`src/rtl/fetch_pkg.sv`:
```
// Shared types and constants for the instruction fetch queue.
package fetch_pkg;

    localparam int INST_W = 32;
    localparam int PC_W   = 32;
    localparam logic [PC_W-1:0] PC_INC = 32'd4;

    // Fetch controller states
    typedef enum logic [1:0] {
        IDLE  = 2'd0,
        RUN   = 2'd1,
        DRAIN = 2'd2
    } fetch_state_e;

    // One queued instruction together with the address it was fetched from
    typedef struct packed {
        logic [INST_W-1:0] inst;
        logic [PC_W-1:0]   pc;
    } fetch_entry_t;

endpackage

```
`src/rtl/fetch_fifo.sv`:
```
// Circular-buffer storage for fetched instructions. Pointers wrap naturally
// because DEPTH is a power of two; clr_i empties the buffer and wins over
// push/pop in the same cycle. The head entry is read straight from the
// storage registers so it is visible the cycle after it was written.
module fetch_fifo
    import fetch_pkg::*;
#(
    parameter int DEPTH = 4
) (
    input  logic         clk,
    input  logic         rst,
    input  logic         clr_i,
    input  logic         push_i,
    input  logic         pop_i,
    input  fetch_entry_t data_i,
    output fetch_entry_t data_o,
    output logic         empty_o,
    output logic [4:0]   count_o
);

    localparam int AW = $clog2(DEPTH);

    fetch_entry_t   mem_q [DEPTH];
    logic [AW-1:0]  wr_ptr_q;
    logic [AW-1:0]  rd_ptr_q;
    logic [AW:0]    count_q;
    logic           full;
    logic           do_push;
    logic           do_pop;

    assign empty_o = (count_q == '0);
    assign full    = (count_q == (AW+1)'(DEPTH));
    assign do_push = push_i && !full;
    assign do_pop  = pop_i && !empty_o;
    assign data_o  = mem_q[rd_ptr_q];
    assign count_o = 5'(count_q);

    // Pointer and occupancy bookkeeping; a flush resets everything
    always_ff @(posedge clk or negedge rst) begin
        if (!rst) begin
            wr_ptr_q <= '0;
            rd_ptr_q <= '0;
            count_q  <= '0;
        end else if (clr_i) begin
            wr_ptr_q <= '0;
            rd_ptr_q <= '0;
            count_q  <= '0;
        end else begin
            if (do_push) wr_ptr_q <= wr_ptr_q + 1'b1;
            if (do_pop)  rd_ptr_q <= rd_ptr_q + 1'b1;
            if (do_push && !do_pop)      count_q <= count_q + 1'b1;
            else if (do_pop && !do_push) count_q <= count_q - 1'b1;
        end
    end

    // Entry storage; contents need no reset because count gates validity
    always_ff @(posedge clk) begin
        if (do_push && !clr_i) mem_q[wr_ptr_q] <= data_i;
    end

endmodule

```
`src/rtl/fetch_queue.sv`:
```
// Instruction fetch queue: issues in-order word fetches under a credit
// limit, queues the returned words with their addresses, and handles
// redirects by flushing and dropping responses still in flight.
// Optional build macro FETCH_BYPASS_EN: an empty queue passes the incoming
// memory word straight to inst/inst_valid in the same cycle.
module fetch_queue
    import fetch_pkg::*;
#(
    parameter int              DEPTH    = 4,
    parameter logic [PC_W-1:0] RESET_PC = 32'h0000_0000
) (
    input  logic              clk,
    input  logic              rst,
    output logic              imem_req,
    output logic [PC_W-1:0]   imem_addr,
    input  logic              imem_gnt,
    input  logic              imem_rvalid,
    input  logic [INST_W-1:0] imem_rdata,
    input  logic              redirect,
    input  logic [PC_W-1:0]   redirect_pc,
    input  logic              inst_ready,
    output logic              inst_valid,
    output logic [INST_W-1:0] inst,
    output logic [PC_W-1:0]   inst_pc,
    output logic [4:0]        occupancy
);

    fetch_state_e    state_q, state_d;
    logic [PC_W-1:0] pc_q, pc_d;          // next address to request
    logic [PC_W-1:0] rsp_pc_q, rsp_pc_d;  // address of next kept response
    logic [4:0]      outst_q, outst_d;    // granted but not yet answered
    logic [4:0]      drop_q, drop_d;      // responses still to discard

    logic            fifo_empty;
    logic [4:0]      fifo_count;
    fetch_entry_t    fifo_head;
    fetch_entry_t    fifo_in;
    logic [5:0]      inflight;
    logic            grant;
    logic            dropping;
    logic            rsp_take;
    logic            bypass;
    logic            push;
    logic            unused_redirect_lsbs;

    assign unused_redirect_lsbs = ^redirect_pc[1:0];

    // Credit rule: queued plus in-flight never exceeds the queue depth
    assign inflight  = {1'b0, fifo_count} + {1'b0, outst_q};
    assign imem_req  = (state_q == RUN) && !redirect && (inflight < 6'(DEPTH));
    assign imem_addr = pc_q;
    assign grant     = imem_req && imem_gnt;
    assign dropping  = (drop_q != '0);
    assign rsp_take  = imem_rvalid && !dropping && !redirect;
    assign fifo_in   = '{inst: imem_rdata, pc: rsp_pc_q};
    assign occupancy = fifo_count;

    fetch_fifo #(
        .DEPTH (DEPTH)
    ) u_fifo (
        .clk     (clk),
        .rst     (rst),
        .clr_i   (redirect),
        .push_i  (push),
        .pop_i   (inst_ready && !fifo_empty),
        .data_i  (fifo_in),
        .data_o  (fifo_head),
        .empty_o (fifo_empty),
        .count_o (fifo_count)
    );

    // Head presentation, optional same-cycle bypass, and queue write enable
    always_comb begin
`ifdef FETCH_BYPASS_EN
        bypass = fifo_empty && imem_rvalid && !dropping && !redirect && (state_q != IDLE);
`else
        bypass = 1'b0;
`endif
        inst_valid = !fifo_empty || bypass;
        inst       = '0;
        inst_pc    = '0;
        if (!fifo_empty) begin
            inst    = fifo_head.inst;
            inst_pc = fifo_head.pc;
        end else if (bypass) begin
            inst    = imem_rdata;
            inst_pc = rsp_pc_q;
        end
        // A bypassed word consumed this cycle never enters the queue
        push = rsp_take && !(bypass && inst_ready);
    end

    // Next-state logic: counters and addresses, then redirect overrides
    always_comb begin
        state_d  = state_q;
        pc_d     = pc_q;
        rsp_pc_d = rsp_pc_q;
        outst_d  = outst_q + 5'(grant) - 5'(imem_rvalid);
        drop_d   = drop_q;
        if (dropping && imem_rvalid) drop_d = drop_q - 5'd1;
        if (grant)    pc_d     = pc_q + PC_INC;
        if (rsp_take) rsp_pc_d = rsp_pc_q + PC_INC;
        if (redirect) begin
            pc_d     = {redirect_pc[PC_W-1:2], 2'b00};
            rsp_pc_d = {redirect_pc[PC_W-1:2], 2'b00};
            drop_d   = outst_d;  // everything still in flight is stale
        end
        case (state_q)
            IDLE:    state_d = RUN;
            RUN:     if (drop_d != '0) state_d = DRAIN;
            DRAIN:   if (drop_d == '0) state_d = RUN;
            default: state_d = IDLE;
        endcase
    end

    // Controller state register
    always_ff @(posedge clk or negedge rst) begin
        if (!rst) begin
            state_q  <= IDLE;
            pc_q     <= RESET_PC;
            rsp_pc_q <= RESET_PC;
            outst_q  <= '0;
            drop_q   <= '0;
        end else begin
            state_q  <= state_d;
            pc_q     <= pc_d;
            rsp_pc_q <= rsp_pc_d;
            outst_q  <= outst_d;
            drop_q   <= drop_d;
        end
    end

endmodule

```
`config.mk`:
```
export PLATFORM = sky130hd
export DESIGN_NAME = fetch_queue
export DESIGN_NICKNAME = d
export VERILOG_FILES = /design/src/rtl/fetch_pkg.sv /design/src/rtl/fetch_fifo.sv /design/src/rtl/fetch_queue.sv
export SDC_FILE = /design/constraint.sdc
export NUM_CORES = 1
export LEC_CHECK = 0
export CAP_MARGIN = 30
export CORE_UTILIZATION = 56
export CTS_CLUSTER_DIAMETER = 150
export DETAILED_ROUTE_END_ITERATION = 8
export GPL_TIMING_DRIVEN = 0
export PLACE_DENSITY_LB_ADDON = 0.12
export SYNTH_ARGS = -nofsm -noshare
export SYNTH_HDL_FRONTEND = slang
export SYNTH_SLANG_ARGS = --single-unit
```
`constraint.sdc`:
```
create_clock -name clk -period 5.2 [get_ports clk]
set_input_delay 0.52 -clock clk [delete_from_list [all_inputs] [get_ports clk]]
set_output_delay 0.52 -clock clk [all_outputs]
set_load 0.03 [all_outputs]
```
==> results.toml, run 1 <==
[critical_path]
cp.arrival_ns = 4.90
cpPeakStageDelay_ns = 0.69
regToRegStartpoint = "u_fifo.count_q[2]$_DFFE_PN0P_"
regToRegSetupSlack_ns = 0.74
critPathRequiredTime_ns = 5.64
r2r_end = "state_q[0]$_DFFE_PN0P_"
crit_path_max_fanout = 10
rr_worst_depth = 17
crit_type = "reg -> reg"
cp_slowest_cell = "a211oi_4"
start_kind = "flip-flop"
cp-end-kind = "flip-flop"
worstPathCellList = "ha_1, a21oi_1, nand3_1, a211oi_4, buf_6, nand2_1, ha_1, inv_1, ha_1, inv_1, fa_1, inv_1, a21o_1, o41a_1, nand2_1, nor4_2, maj3_1"

[floorplan]
io_pins = 173
die_h_um = 160.6
core-area_um2 = 24460
num_rows = 57
die-width_um = 160.6
start_util_pct = 57.58
die_area_um2 = 25790

[cells_and_area]
nNetsFinal = 1157
syn_to_final_growth_pct = 23.18
antenna-diode-count = 0
final_util_pct = 70.92
drive_gt1_share_pct = 16.80

[synth]
synth_top_area_share_pct = 52.87
yosysSeqAreaShare_pct = 66.91
synth_area_leaders = "edfxtp_1 (53%), dfrtp_1 (14%), mux4_2 (9.9%), and2_1 (3.2%), mux2_2 (3.2%)"
synth_top_area_cell = "edfxtp_1"
avgSynthCellArea_um2 = 16.42
synth_edf_count = 248
ys_async_sr_fraction_pct = 24.16
synthFlopType = "edfxtp_1"
ys.warnings.count = 0
syn_area_um2 = 14080
synth_cells = 858
synth_cell_types = 60
ys_seq_elements = 327

[routing]
routed-via-count = 8099
via_per_inst = 5.708
dr.pass1.iters = 6
wirelength_mm = 30.18
post_drt_wl_per_cell_um = 21.27
drtIter0Drc = 571
ant_nets = 0
drc = 0

[clock_network]
h-tree-depth = 2
clkSinkCount = 327
cts_root_buffer = "clkbuf_16"
tritoncts = "built"
clk-insertion-delay-late_ns = 0.52
cts.path.max_buffers = 3
cts_buffers = 34
clk_pin_slew_ns = 0.06

[sta]
setup_violations = 0
fin_worst_skew_ns = 0.01548
slew_headroom_pct = 34.80
hold_viol_final = 0
finalCriticalPeriod_ns = 4.461
drv_slew = 0
tightestPinTransition_ns = 0.9763
setup_tns_ns = 0
finalCritPeriodShare_pct = 85.78
rsz0062_at_grt = "false"
clock.fmax_ghz = 0.2242

[hold_path]
hp-class = "in -> async"

[grt]
grt_max_degree = 59
grt_pass1_vias = 8286
grt_pass1_wl_mm = 47.33
grtUsageTotal_pct = 24.43
grt.overflow.total = 0
antenna_found_initial = 0

[place]
gp_congestion = 0.8502
hpwl_mm = 19.96
portBuffers = 163

[outcome]
status = "complete, no violations"

[run]
cap_viol_max_count = 0

[pwr]
p_per_area_nw_per_um2 = 454.6
vdd_drop_max_v = 0.0003271
cellLeakagePower_nw = 5.945
## critical path: cells and delay by family, from the launching register on
family                     cells  cell delay, ns
and+or+nand+nor                4            0.75
DFF                            1            0.52
AOI/OAI and AO/OA              4            1.20
buffers and inverters          4            0.42
adders and majority gates      5            1.50
## cells by family (layout without fill, tap and decap cells)
kind of cell    Yosys count  after routing  share of synthesized area (%)
compound gates           60             60                          3.358
xor+xnor                 61             61                          3.793
fa+ha+maj                18             18                          1.688
buf+inv                  63            295                          1.963
flops                   327            327                          66.91
mux                     104            104                          13.25
other cells               1              6                        0.02662
simple gates            224            224                          9.008
## power breakdown
| group | leakage, nW | internal [mW] | switching [mW] |
|---|---|---|---|
| clock network | 0.521 | 1.34 | 0.967 |
| registers | 3.15 | 2.96 | 0.168 |
| logic | 2.27 | 1.04 | 1.42 |
| total | 5.95 | 5.34 | 2.55 |
## synthesized netlist by cell type (all sizes together), types with 20 or more instances
cell,number
nand4,23
dfrtp,79
xor2,20
mux4,62
inv,20
xnor2,41
mux2,40
clkbuf,27
nand3,20
edfxtp,248
nand2,34
nor2,21
and2,74
## cell usage in the layout, fill, tap and decap left out, types with 4 or more instances in the layout
master / count
conb_1: 6
o21ai_0: 9
nand2_1: 34
clkdlybuf4s50_1: 162
a21boi_1: 4
xnor2_1: 41
and3_1: 16
a21boi_0: 10
clkinv_2: 5
and2_1: 69
buf_2: 9
nor2_1: 21
nand3_1: 20
and2_4: 4
o21a_1: 5
buf_4: 7
clkbuf_1: 35
and4_1: 5
ha_1: 15
dfrtp_1: 79
mux4_2: 62
edfxtp_1: 248
nand4_1: 23
xor2_1: 20
clkbuf_16: 35
a21oi_1: 9
clkinv_1: 6
mux2_2: 40
inv_1: 20
nor3_1: 5
nand2b_1: 11
## metrics by stage
| stage | instances | hold slack [ns] | cell area (µm²) | worst slack, ns | total power, mW |
|---|---|---|---|---|---|
| 4_1_cts | 1419 | 0.4410 | 17350 | 0.7048 | 7.960 |
| 3_3_place_gp | 1350 | 0.5222 | 16140 | -0.03604 | 5.618 |
| 5_1_grt | 1419 | 0.4652 | 17350 | 0.4625 | 8.216 |
| 3_5_place_dp | 1357 | 0.4417 | 16280 | 0.7316 | 5.651 |
| 2_1_floorplan | 863 | 0.2244 | 14100 | 1.297 | 4.661 |
| 6_report | 1419 | 0.4524 | 17350 | 0.7395 | 7.887 |
## flip-flops by register name, summed over array words and instances, names as in the netlist
register	count
u_fifo.mem_q	248
imem_addr	30
rsp_pc_q	30
drop_q	5
outst_q	5
u_fifo.count_q	3
state_q	2
u_fifo.rd_ptr_q	2
u_fifo.wr_ptr_q	2
## worst max-delay path by stage
stage,start,endpoint,slack (ns),cells past startpoint
after CTS,u_fifo.count_q[2]$_DFFE_PN0P_,state_q[0]$_DFFE_PN0P_,0.70,16
final,u_fifo.count_q[2]$_DFFE_PN0P_,state_q[0]$_DFFE_PN0P_,0.74,17
after detailed placement,u_fifo.count_q[2]$_DFFE_PN0P_,state_q[0]$_DFFE_PN0P_,0.73,17
after global routing,u_fifo.count_q[2]$_DFFE_PN0P_,state_q[0]$_DFFE_PN0P_,0.46,17
after global placement,imem_rvalid,u_fifo.mem_q[0][44]$_DFFE_PP_,-0.04,5
after floorplan,u_fifo.count_q[2]$_DFFE_PN0P_,state_q[0]$_DFFE_PN0P_,1.30,17
## layout make-up
cell class | count | area (µm²)
sequential | 327 | 9424
fill | 1617 | 7113
tap | 324 | 405.4
timing repair buffer | 171 | 1772
inverter | 21 | 78.83
buffer | 42 | 197.7
multi-input combinational | 473 | 4413
clock buffer | 47 | 950.9
clock inverter | 14 | 107.6
## metal layers
| metal | GRT usage (%) | up-vias | share of wire, % |
|---|---|---|---|
| met5 | 0 | - | 0 |
| met4 | 7.403 | 0 | 2.3 |
| met3 | 3.977 | 48 | 5.7 |
| met2 | 40.36 | 294 | 49 |
| met1 | 33.69 | 4071 | 43 |
| li1 | - | 3686 | - |
## timing repair
| item | CTS | global route |
|---|---|---|
| endpoints found under the hold margin | 21 | 0 |
| setup endpoints to repair | 0 | 0 |
| resized for setup | 0 | 0 |
| setup buffers | 0 | 0 |
| hold buffers | 1 | 0 |
Power figures use the tool's default switching activity.
==> inputs of run 2 (changes only) <==
--- a/config.mk
+++ b/config.mk
@@ -11,6 +11,7 @@
 export DETAILED_ROUTE_END_ITERATION = 8
 export GPL_TIMING_DRIVEN = 0
 export PLACE_DENSITY_LB_ADDON = 0.12
+export SLEW_MARGIN = 5
 export SYNTH_ARGS = -nofsm -noshare
 export SYNTH_HDL_FRONTEND = slang
 export SYNTH_SLANG_ARGS = --single-unit
==> results of run 2 <==
Final layout, timing and power as in run 1 (identical DEF).
==> inputs of run 3 (changes only) <==
--- a/config.mk
+++ b/config.mk
@@ -7,7 +7,6 @@
 export LEC_CHECK = 0
 export CAP_MARGIN = 30
 export CORE_UTILIZATION = 56
-export CTS_CLUSTER_DIAMETER = 150
 export DETAILED_ROUTE_END_ITERATION = 8
 export GPL_TIMING_DRIVEN = 0
 export PLACE_DENSITY_LB_ADDON = 0.12
@@ -15,3 +14,4 @@
 export SYNTH_ARGS = -nofsm -noshare
 export SYNTH_HDL_FRONTEND = slang
 export SYNTH_SLANG_ARGS = --single-unit
+export TNS_END_PERCENT = 100
==> results of run 3 <==
Final layout, timing and power as in run 1 (identical DEF).
